`src/rtl/display_pkg.sv`:
```
// Shared constants for the debug display path: view indices and sequencer state encoding.
package display_pkg;
    localparam int NUM_VIEWS_DEFAULT = 24;

    localparam logic [4:0] VIEW_STAGE   = 5'd0;
    localparam logic [4:0] VIEW_PC      = 5'd1;
    localparam logic [4:0] VIEW_IR      = 5'd2;
    localparam logic [4:0] VIEW_CCF     = 5'd3;
    localparam logic [4:0] VIEW_RF_ADDR = 5'd4;
    localparam logic [4:0] VIEW_RF_REG  = 5'd23;

    typedef enum logic [1:0] {
        ST_MANUAL = 2'd0,
        ST_AUTO   = 2'd1,
        ST_HOLD   = 2'd2
    } seq_state_t;
endpackage

```
`src/rtl/button_debouncer.sv`:
```
// Active-low pushbutton: 2-FF synchronizer, stable-count debouncer, one-cycle press pulse.
module button_debouncer #(
    parameter int DEBOUNCE_CYCLES = 500000
) (
    input  logic clk,
    input  logic rst,
    input  logic key_n,
    output logic press
);
    localparam int CW = $clog2(DEBOUNCE_CYCLES + 1);

    logic          sync1, sync2;
    logic          level;
    logic [CW-1:0] cnt;
    logic          raw;

    assign raw = ~sync2;

    // Synchronizer resets to the released (high) level so reset never looks like a press.
    always_ff @(posedge clk or posedge rst) begin
        if (rst) begin
            sync1 <= 1'b1;
            sync2 <= 1'b1;
            level <= 1'b0;
            cnt   <= '0;
            press <= 1'b0;
        end else begin
            sync1 <= key_n;
            sync2 <= sync1;
            press <= 1'b0;
            if (raw != level) begin
                if (cnt == CW'(DEBOUNCE_CYCLES - 1)) begin
                    level <= raw;
                    cnt   <= '0;
                    press <= raw;
                end else begin
                    cnt <= cnt + 1'b1;
                end
            end else begin
                cnt <= '0;
            end
        end
    end
endmodule

```
`src/rtl/display_select_sequencer.sv`:
```
// Steps the debug display view index from keys, direct loads and an auto-scroll timer; blanks on freeze.
module display_select_sequencer
    import display_pkg::*;
#(
    parameter int NUM_VIEWS       = NUM_VIEWS_DEFAULT,
    parameter int DEBOUNCE_CYCLES = 500000,
    parameter int AUTO_PERIOD     = 50000000
) (
    input  logic       Clock,
    input  logic       Reset,
    input  logic       KEY_Next_n,
    input  logic       KEY_Prev_n,
    input  logic       Auto_Mode,
    input  logic       Freeze,
    input  logic       Direct_Load,
    input  logic [4:0] Direct_Select,
    output logic [4:0] Display_Select,
    output logic       Display_Enable,
    output logic       Select_Changed,
    output logic       Load_Reject
);
    localparam logic [4:0] LAST = 5'(NUM_VIEWS - 1);
    localparam int         ACW  = $clog2(AUTO_PERIOD + 1);

    seq_state_t     state, state_nxt;
    logic           next_ev, prev_ev;
    logic [ACW-1:0] auto_cnt, auto_cnt_nxt;
    logic [4:0]     sel_nxt, sel_inc, sel_dec;
    logic           reject_nxt, restart;

    button_debouncer #(.DEBOUNCE_CYCLES(DEBOUNCE_CYCLES)) u_next (
        .clk(Clock), .rst(Reset), .key_n(KEY_Next_n), .press(next_ev));
    button_debouncer #(.DEBOUNCE_CYCLES(DEBOUNCE_CYCLES)) u_prev (
        .clk(Clock), .rst(Reset), .key_n(KEY_Prev_n), .press(prev_ev));

    assign sel_inc        = (Display_Select == LAST)  ? 5'd0 : Display_Select + 5'd1;
    assign sel_dec        = (Display_Select == 5'd0)  ? LAST : Display_Select - 5'd1;
    assign Display_Enable = (state == ST_HOLD);

    always_ff @(posedge Clock or posedge Reset) begin
        if (Reset) state <= ST_MANUAL;
        else       state <= state_nxt;
    end

    always_comb begin
        state_nxt    = ST_MANUAL;
        sel_nxt      = Display_Select;
        reject_nxt   = 1'b0;
        restart      = 1'b0;
        auto_cnt_nxt = '0;

        if (Freeze)         state_nxt = ST_HOLD;
        else if (Auto_Mode) state_nxt = ST_AUTO;

        if (state != ST_HOLD) begin
            if (Direct_Load) begin
                if ({1'b0, Direct_Select} < 6'(NUM_VIEWS)) begin
                    sel_nxt = Direct_Select;
                    restart = 1'b1;
                end else begin
                    reject_nxt = 1'b1;
                end
            end else if (next_ev && prev_ev) begin
                sel_nxt = Display_Select;
            end else if (next_ev) begin
                sel_nxt = sel_inc;
                restart = 1'b1;
            end else if (prev_ev) begin
                sel_nxt = sel_dec;
                restart = 1'b1;
            end else if (state == ST_AUTO && auto_cnt == ACW'(AUTO_PERIOD - 1)) begin
                sel_nxt = sel_inc;
                restart = 1'b1;
            end
        end

        // Counter only runs in AUTO, so it is already 0 whenever AUTO is entered.
        if (state == ST_AUTO && !restart) auto_cnt_nxt = auto_cnt + 1'b1;
    end

    always_ff @(posedge Clock or posedge Reset) begin
        if (Reset) begin
            Display_Select <= 5'd0;
            Select_Changed <= 1'b0;
            Load_Reject    <= 1'b0;
            auto_cnt       <= '0;
        end else begin
            Display_Select <= sel_nxt;
            Select_Changed <= (sel_nxt != Display_Select);
            Load_Reject    <= reject_nxt;
            auto_cnt       <= auto_cnt_nxt;
        end
    end
endmodule

```
`config.mk`:
```
export PLATFORM = sky130hd
export DESIGN_NAME = display_select_sequencer
export DESIGN_NICKNAME = d
export VERILOG_FILES = /design/src/rtl/display_pkg.sv /design/src/rtl/button_debouncer.sv /design/src/rtl/display_select_sequencer.sv
export SDC_FILE = /design/constraint.sdc
export NUM_CORES = 1
export LEC_CHECK = 0
export CORE_MARGIN = 4
export CORE_UTILIZATION = 35
export CTS_CLUSTER_SIZE = 12
export DETAILED_ROUTE_END_ITERATION = 16
export PLACE_DENSITY_LB_ADDON = 0.3
export RECOVER_POWER = 100
export SLEW_MARGIN = 20
export SYNTH_ARGS = -nofsm -noshare
export SYNTH_HDL_FRONTEND = slang
export SYNTH_SLANG_ARGS = --single-unit
```
`constraint.sdc`:
```
create_clock -name Clock -period 3.3 [get_ports Clock]
set_clock_uncertainty 0.2 [all_clocks]
set_input_delay 0.33 -clock Clock [delete_from_list [all_inputs] [get_ports Clock]]
set_output_delay 0.33 -clock Clock [all_outputs]
set_load 0.01 [all_outputs]
```
==> metrics.md, run 1 <==
| Metric | Value |
|---|---|
| Status | completed |
| Yosys top cell by area | dfrtp_1 |
| FF+latch count, synth | 81 |
| Reg2Reg Depth | 8 |
| Worst IR Drop VDD | 0.218 mV |
| Post-Synthesis Cells | 457 |
| Main synth FF type | dfrtp_1 |
| RePlAce Congestion | 0.889 |
| Crit-path cells | ha_1 -> and3_1 -> and4_1 -> a211oi_4 -> nor3_1 -> or4b_1 -> buf_4 -> nor2_1 |
| Die area | 0.0143 sq mm |
| RSZ-0062 raised after global routing | false |
| Achievable clock frequency | 0.372 GHz |
| Clk_lat worst skew | 340 ps |
| Number of global-route vias before repair | 3138 |
| Core area | 0.0121 sq mm |
| Total grt overflow | 0 |
| # fillers | 1248 |
| Finished Cell Area | 0.00492 sq mm |
| IO Port Bufs | 19 |
| Pwr Density | 451 mW/mm^2 |
| CTS buffer count | 9 |
| GRT Total Usage | 12.7% |
| Total power | 2.22 mW |
| WS Path Type | flip-flop to flip-flop |
| FP Rows | 40 |
| Final slew viol count | 0 |
| Cts repair resizes | 0 |
| Die width | 120 microns |
| Slew @ Worst Pin | 1400 ps |
| Clock period minus worst slack | 2690 ps |
| Synth-to-layout area growth | 12.9% |
| Post-DP HPWL | 5770 microns |
| Cell Area, Placed | 0.00470 sq mm |
| Syn Std Cell Area | 0.00436 sq mm |
| Share of flip-flops with an asynchronous set or reset | 100% |
| Die Span Y | 120 microns |
| HP Class | flip-flop to flip-flop |
| Endpoints failing setup | 0 |
| Mapped Nets | 474 |
| CP Capture Type | flip-flop |
| Worst Path Max Fanout | 26 |
| Reg area | 0.00203 sq mm |
| Root Driver | clkbuf_16 |
| Ratio of cells with drive above 1 in the final layout | 6.05% |
| Pleak | 2.02 nW |
| Finished Core Util | 40.7% |
| Starting DRT DRC Count | 264 |
| DRT Wirelength | 8510 microns |
| Avg Inst Size Synth | 9.55 sq um |
| Via Count | 3204 |
| Slew headroom | 5.94% |
| Largest net degree at the start of global routing | 34 |
| DRC Markers | 0 |
| # Post-CTS Setup Buffers | 0 |
| CTS HTree Levels | 3 |
| Max_cap viols | 0 |
| Post-CTS Hold Fix Bufs | 0 |
| Clock Tree Buf Depth | 2 |
| CTS tree | yes |
| Synth Warn # | 0 |
| CP required | 3370 ps |
| Antenna-violating nets left | 0 |
| CP peak stage delay | 470 ps |
| Vias per cell | 4.95 |
| Post-synth EDFFs | 0 |
| N_diodes | 0 |
| Yosys cell types | 55 |
| Hold Crit Depth | 0 |
| First-pass GRT wire length | 15000 microns |
| Main area contributors after synthesis | dfrtp_1, xor2_1, nor2_1, xnor2_1, nand3_1 |
| Top-count cell post-synth | dfrtp_1 |
| Area taken by multi-input logic gates | 0.00213 sq mm |
| Routed len/inst | 13.1 microns |
| Initial core utilization | 36.0% |
| Area share of the largest cell type after synthesis | 44.2% |
| DRT Pass-1 Iters | 4 |
| Final setup margin | 614 ps |
| Reg clk slew, reported paths | 70 ps |
| Hold Violations, Final | 0 |
| Synth top cells by count | dfrtp_1, nor2_1, xor2_1, nand2_1, nand3_1 |
| # IOs | 20 |
| Initial antenna violation count | 0 |
| Worst Setup Start Kind | flip-flop |
| CP Data Arrival Time | 2750 ps |
| CP max-delay cell | or4b_1 |
| Setup TNS | 0 ps |
| Place WS | 620 ps |
| Nets | 491 |
| Sequential fraction of the synthesis area | 46.6% |
| Period utilization | 81.4% |
| Num Clock Sinks | 81 |
==> cells in the final DEF (no fill, tap or decap), types with 2 or more instances in the layout <==
| cell type | synthesis | final |
|---|---|---|
| clkbuf_16 | 0 | 9 |
| dlygate4sd3_1 | 0 | 12 |
| inv_1 | 14 | 14 |
| and3_1 | 10 | 10 |
| o21ai_0 | 7 | 7 |
| and2_1 | 8 | 8 |
| dfstp_2 | 4 | 4 |
| xnor2_1 | 22 | 22 |
| nand4_1 | 13 | 13 |
| ha_1 | 5 | 5 |
| nor2_1 | 76 | 83 |
| mux2i_1 | 3 | 3 |
| nor4_1 | 6 | 6 |
| nor3b_1 | 5 | 5 |
| nor2_4 | 10 | 3 |
| and4_1 | 6 | 7 |
| nor2b_1 | 6 | 6 |
| dfrtp_1 | 77 | 77 |
| or4b_1 | 2 | 2 |
| a21oi_1 | 5 | 5 |
| xor2_1 | 41 | 41 |
| nand2_1 | 33 | 33 |
| clkdlybuf4s50_1 | 0 | 7 |
| inv_6 | 0 | 3 |
| a211oi_1 | 4 | 4 |
| o211ai_1 | 3 | 3 |
| nor4b_1 | 4 | 4 |
| nor4bb_1 | 2 | 2 |
| o21bai_1 | 2 | 2 |
| a31oi_1 | 2 | 2 |
| a22oi_1 | 2 | 2 |
| nand2b_1 | 5 | 5 |
| nor3_1 | 10 | 10 |
| nand3_1 | 29 | 29 |
| a21o_1 | 2 | 2 |
| nand3b_1 | 3 | 3 |
==> path summary, 6_finish.rpt <==
check                                   from                end  slack [ps]
worst min register to register  u_next.sync1       u_next.sync2         170
worst min-delay path            u_next.sync1       u_next.sync2         170
min in group asynchronous              Reset      u_next.cnt[2]         560
worst max register to register   auto_cnt[0]       auto_cnt[25]         610
worst max-delay path             auto_cnt[0]       auto_cnt[25]         610
max in group asynchronous              Reset  Display_Select[0]         720
==> critical path, delay by kind of cell, from the launching register on <==
family,cells,cell delay (ps)
simple gates,5,1210
flops,1,410
compound gates,1,300
buf+inv,1,250
fa+ha+maj,1,230
==> per-layer routing <==
metal | part of all wire [%] | track usage, % | wire length (microns) | vias up
met4 | 1.7 | 4.72 | 146 | 0
li1 | - | - | - | 1595
met5 | 0 | 0 | 0 | -
met1 | 50 | 17.7 | 4210 | 1536
met3 | 3.8 | 3.39 | 323 | 13
met2 | 45 | 18.9 | 3830 | 60
==> kinds of logic after synthesis <==
family                   after synthesis  share of synthesized area, %
XOR/XNOR                              63                          12.6
AND/OR/NAND/NOR                      237                          29.3
buffers and inverters                 31                          3.30
multiplexers                           3                         0.688
adder cells (fa/ha/maj)                5                          1.43
flip-flops                            81                          46.6
AO/OA/AOI/OAI                         37                          6.02
==> report_power, final <==
part | switching [mW] | internal, mW | total (mW)
Sequential | 0.0419 | 1.02 | 1.06
Combinational | 0.115 | 0.0866 | 0.201
Clock | 0.421 | 0.538 | 0.959
==> per-stage QoR <==
| step | std cells | hold slack (ps) |
|---|---|---|
| global placement | 631 | 153 |
| finish | 647 | 167 |
| global route | 647 | 178 |
| detailed placement | 631 | 155 |
| CTS | 647 | 152 |
| floorplan | 457 | 134 |
==> state kept, by name (all words and copies together) (netlist names) <==
| signal | count |
|---|---|
| u_next.press | 1 |
| state | 2 |
| u_prev.cnt | 19 |
| Select_Changed | 1 |
| u_next.cnt | 19 |
| Load_Reject | 1 |
| Display_Select | 5 |
| u_next.sync2 | 1 |
| u_prev.sync1 | 1 |
| auto_cnt | 26 |
| u_prev.sync2 | 1 |
| u_prev.level | 1 |
| u_next.level | 1 |
| u_next.sync1 | 1 |
| u_prev.press | 1 |
==> layout make-up <==
| class | instances | share of cell area [%] |
|---|---|---|
| Multi-Input combinational cell | 345 | 43.3 |
| Sequential cell | 81 | 41.3 |
| Clock inverter | 6 | 0.965 |
| Timing Repair Buffer | 22 | 4.19 |
| Tap cell | 168 | 4.27 |
| Clock buffer | 10 | 4.85 |
| Inverter | 15 | 1.17 |
No activity file was read; power rests on OpenSTA's default activity.
==> run 2: changes to the inputs <==
- clock period: 3.3 -> 2.2 ns (I/O delays scaled with it)
==> run 2 against run 1 <==
Compared with the run above: maximum frequency is 13% higher; largest power group unchanged; flip-flop and latch count did not move; die area unchanged; largest cell class unchanged; first-iteration DRC count fell by 9.8%; setup slack got worse by 780 ps; the flow now finishes with violations (setup timing).
==> metrics.md, run 2 (synthesized netlist as in run 1, its figures left out) <==
| Metric | Value |
|---|---|
| # IOs | 20 |
| Worst Setup Start Kind | flip-flop |
| Most common cell after layout, fill and taps aside | dfrtp_1 |
| DRT Wirelength | 9860 microns |
| Period utilization | 108% |
| Nets | 554 |
| Largest net degree at the start of global routing | 36 |
| Initial antenna violation count | 0 |
| CP required | 2280 ps |
| HP Class | flip-flop to flip-flop |
| CP Capture Type | flip-flop |
| FP Rows | 40 |
| Final slew viol count | 0 |
| Clock Tree Buf Depth | 2 |
| Die width | 120 microns |
| N_diodes | 0 |
| Post-DP HPWL | 6370 microns |
| Pleak | 2.39 nW |
| Final non-filler cell total | 710 |
| First-pass GRT wire length | 16500 microns |
| Clock period minus worst slack | 2370 ps |
| DRC Markers | 0 |
| Achievable clock frequency | 0.422 GHz |
| Synth-to-layout area growth | 31.3% |
| Starting DRT DRC Count | 238 |
| Min-delay src | u_next.sync1 |
| CP Data Arrival Time | 2450 ps |
| Ratio of cells with drive above 1 in the final layout | 24.5% |
| Die area | 0.0143 sq mm |
| Hold Slack | 157 ps |
| RSZ-0062 raised after global routing | true |
| Via Count | 3506 |
| Vias per cell | 4.94 |
| Max reg flops | 26 |
| Hold Violations, Final | 0 |
| Routed len/inst | 13.9 microns |
| Finished Cell Area | 0.00573 sq mm |
| Antenna-violating nets left | 0 |
| Pwr Density | 615 mW/mm^2 |
| CTS HTree Levels | 3 |
| Post-CTS Hold Fix Bufs | 0 |
| Clk_lat worst skew | 350 ps |
| Worst r2r src | auto_cnt[1] |
| Largest regs | auto_cnt: 26 flops, u_next.cnt: 19 flops, u_prev.cnt: 19 flops |
| Root Driver | clkbuf_16 |
| Total grt overflow | 0 |
| Initial core utilization | 36.0% |
| Core area | 0.0121 sq mm |
| Status | finished with violations |
| Slew headroom | 39.1% |
| Worst Path Max Fanout | 6 |
| # fillers | 1132 |
| Placed Instances | 686 |
| Setup TNS | -4030 ps |
| Reg clk slew, reported paths | 60 ps |
| Worst IR Drop VDD | 0.447 mV |
| Commonest cells after routing, fill and taps aside | dfrtp_1, nor2_1, buf_4 |
| Slew @ Worst Pin | 908 ps |
| GRT Total Usage | 14.1% |
| Crit path from | auto_cnt[1] |
| Max_cap viols | 0 |
| Die Span Y | 120 microns |
| Final setup margin | -168 ps |
| CTS buffer count | 9 |
| DRT Pass-1 Iters | 4 |
| Biggest register | auto_cnt |
| IO Port Bufs | 19 |
| Failing checks | setup timing |
| Number of global-route vias before repair | 3497 |
| Endpoints failing setup | 29 |
| WS Path Type | flip-flop to flip-flop |
| Cell Area, Placed | 0.00519 sq mm |
| CTS tree | yes |
| RePlAce Congestion | 0.884 |
| Num Clock Sinks | 81 |
## run 2: final cells by class
cell class / count / area (sq um) / share of cell area, %
inverters: 15 / 62.6 / 1.09
multi-input cells: 345 / 2370 / 41.4
clock buffers: 10 / 229 / 4.00
flip-flops and latches: 81 / 2030 / 35.5
clock inverters: 6 / 67.6 / 1.18
well taps: 168 / 210 / 3.67
repair buffers: 85 / 753 / 13.1
## run 2: timing repair
action / in CTS / in global routing
cloned: 1 / 2
buffers inserted: 2 / 3
resized for setup: 12 / 33
pin swaps: 1 / 21
endpoints found under the setup margin: 31 / 33
## run 2: routing by layer
metal  global-route usage, %  vias up  wire, microns  part of all wire (%)
li1                        -     1722              -                     -
met1                    18.1     1722           4550                    46
met2                    22.6       45           4790                    49
met3                    4.43       17            341                   3.5
met4                    4.58        0            175                   1.8
met5                       0        -              0                     0
## run 2: worst paths after layout
| check | end | slack, ps | depth (start not counted) |
|---|---|---|---|
| max | auto_cnt[25] | -170 | 8 |
| min | u_next.sync2 | 160 | 0 |
| max reg2reg | auto_cnt[25] | -170 | 8 |
| min reg2reg | u_next.sync2 | 160 | 0 |
| max in group asynchronous | Display_Select[1] | 230 | 3 |
| min in group asynchronous | u_prev.cnt[5] | 270 | 2 |
## run 2: through the flow
step	worst slack [ps]	power, mW	utilization, %
2_1_floorplan	-302	1.84	-
3_3_place_gp	-164	2.02	42.9
3_5_place_dp	-174	2.02	42.9
4_1_cts	-150	3.58	46.0
5_1_grt	-260	3.69	47.3
6_report	-168	3.53	47.3
## run 2: worst max-delay path, cell delays in order, from the launching register on
cell and delay, ps:
dfrtp_1 390, ha_2 190, and3_4 150, and4_4 150
a211oi_4 230, nor3_2 60, or4b_4 640, clkbuf_16 220
nor2_2 80
## run 2: power by group
part | switching (mW) | leakage [nW] | internal [mW]
combinational | 0.252 | 1.16 | 0.203
clock | 0.632 | 0.139 | 0.883
sequential | 0.0270 | 1.09 | 1.53
==> run 3: changes to the inputs <==
- CTS_BUF_LIST: not set -> sky130_fd_sc_hd__clkbuf_16
- CTS_CLUSTER_SIZE: 12 -> 25
==> run 3 against run 2 <==
Compared with the run above: the flow still finishes with violations (setup timing); count of clock-buffer cells in the layout decreased by 1; flip-flop and latch count unchanged; first-iteration DRC count increased by 0.42%; setup slack unchanged; global-route usage unchanged; sequential power about the same; power decreased by 0.12%.
==> metrics.md, run 3 (synthesized netlist as in run 1, its figures left out) <==
| Metric | Value |
|---|---|
| R2r setup slk | -170 ps |
| First-pass GRT wire length | 16500 microns |
| Pleak | 2.39 nW |
| CP Data Arrival Time | 2450 ps |
| Biggest register | auto_cnt |
| Max_cap viols | 0 |
| Sw Ratio | 25.9% |
| Total grt overflow | 0 |
| Endpoints failing setup | 29 |
| Max reg flops | 26 |
| Starting DRT DRC Count | 239 |
| Largest regs | auto_cnt: 26 flops, u_next.cnt: 19 flops, u_prev.cnt: 19 flops |
| Synth-to-layout area growth | 31.3% |
| Combinational share of power | 12.9% |
| Place WS | -174 ps |
| Nets | 554 |
| Antenna-violating nets left | 0 |
| Initial core utilization | 36.0% |
| RePlAce Congestion | 0.884 |
| IO Port Bufs | 19 |
| Finished Core Util | 47.3% |
| CP max-delay cell | or4b_4 |
| Reg clk slew, reported paths | 60 ps |
| Psw | 912 uW |
| Period utilization | 108% |
| Sum of buffers and inverters on the critical path | 1 |
| HP Class | flip-flop to flip-flop |
| Cell family with most CP delay | simple AND/OR/NAND/NOR gates |
| Die Span Y | 120 microns |
| DRT Wirelength | 9860 microns |
| Worst Path Max Fanout | 6 |
| Number of global-route vias before repair | 3497 |
| Num Clock Sinks | 81 |
| Root Driver | clkbuf_16 |
| Final slew viol count | 0 |
| Routed len/inst | 13.9 microns |
| Worst Setup Start Kind | flip-flop |
| CTS buffer count | 9 |
| Most common cell after layout, fill and taps aside | dfrtp_1 |
| # IOs | 20 |
| Post-CTS Hold Fix Bufs | 0 |
| Largest net degree at the start of global routing | 36 |
| Clock period minus worst slack | 2370 ps |
| Clock power share | 42.9% |
| GRT Total Usage | 14.1% |
| DRC Markers | 0 |
| Status | finished with violations |
| Slew headroom | 39.1% |
| Seq pwr share | 44.2% |
| DRT Pass-1 Iters | 4 |
| Pwr Density | 615 mW/mm^2 |
| Ratio of cells with drive above 1 in the final layout | 24.5% |
| FP Rows | 40 |
| Clock Tree Buf Depth | 2 |
| RSZ-0062 raised after global routing | true |
| Post-DP HPWL | 6370 microns |
| Internal power | 2.61 mW |
| CP required | 2280 ps |
| Hold Violations, Final | 0 |
| Die width | 120 microns |
| Total power | 3.52 mW |
| Slew @ Worst Pin | 908 ps |
| Worst IR Drop VDD | 0.447 mV |
| Placed Instances | 686 |
| Clk_lat worst skew | 350 ps |
| N_diodes | 0 |
| # fillers | 1132 |
| Via Count | 3506 |
| Vias per cell | 4.94 |
| Final setup margin | -168 ps |
| Commonest cells after routing, fill and taps aside | dfrtp_1, nor2_1, buf_4 |
| WS Path Type | flip-flop to flip-flop |
| Core area | 0.0121 sq mm |
| CTS HTree Levels | 3 |
| CP peak stage delay | 640 ps |
| Final non-filler cell total | 710 |
| CP Capture Type | flip-flop |
| Die area | 0.0143 sq mm |
| Achievable clock frequency | 0.422 GHz |
| Initial antenna violation count | 0 |
| CTS tree | yes |
| Crit-path cells | ha_2 -> and3_4 -> and4_4 -> a211oi_4 -> nor3_2 -> or4b_4 -> clkbuf_16 -> nor2_2 |
| Failing checks | setup timing |
==> run 3: cell types whose count changed in the layout (fill, tap and decap cells not counted) <==
cell / change
inv_1: +1
clkbuf_1: -1
==> run 3: power groups by stage <==
stage	Sequential, mW	Combinational (mW)	Clock [mW]
final	1.56	0.455	1.51
after CTS	1.56	0.457	1.56
after global routing	1.56	0.503	1.62
after detailed placement	1.59	0.437	0
after floorplan	1.59	0.244	0
after global placement	1.58	0.435	0
==> run 3: area by class of cell <==
class	instances	area (sq um)	share of cell area [%]
repair buffers	85	753	13.1
multi-input cells	345	2370	41.4
flip-flops and latches	81	2030	35.5
clock inverters	7	71.3	1.24
clock buffers	9	225	3.93
inverters	15	62.6	1.09
well taps	168	210	3.67
==> run 3: routing by layer <==
metal	global-route usage (%)	part of all wire [%]
met5	0	0
met4	4.58	1.8
met3	4.43	3.5
met2	22.6	49
met1	18.1	46
==> run 3: final timing paths <==
| kind | startpoint | endpoint | depth (start not counted) |
|---|---|---|---|
| min reg2reg | u_next.sync1 | u_next.sync2 | 0 |
| max in group asynchronous | Reset | Display_Select[1] | 3 |
| max reg2reg | auto_cnt[1] | auto_cnt[25] | 8 |
| max | auto_cnt[1] | auto_cnt[25] | 8 |
| min in group asynchronous | Reset | u_prev.cnt[5] | 2 |
| min | u_next.sync1 | u_next.sync2 | 0 |
==> run 3: timing repair <==
action,CTS,global route
resized for setup,12,33
setup endpoints to repair,31,33
pin swaps,1,21
setup buffers,2,3
gates cloned,1,2
==> run 3: through the flow <==
| step | instance area, sq um | setup TNS, ps | hold slack, ps |
|---|---|---|---|
| 2_1_floorplan | 4420 | -6440 | 24.5 |
| 3_3_place_gp | 5190 | -2760 | 150 |
| 3_5_place_dp | 5190 | -3570 | 150 |
| 4_1_cts | 5570 | -3790 | 65.5 |
| 5_1_grt | 5730 | -8490 | 164 |
| 6_report | 5730 | -4030 | 157 |
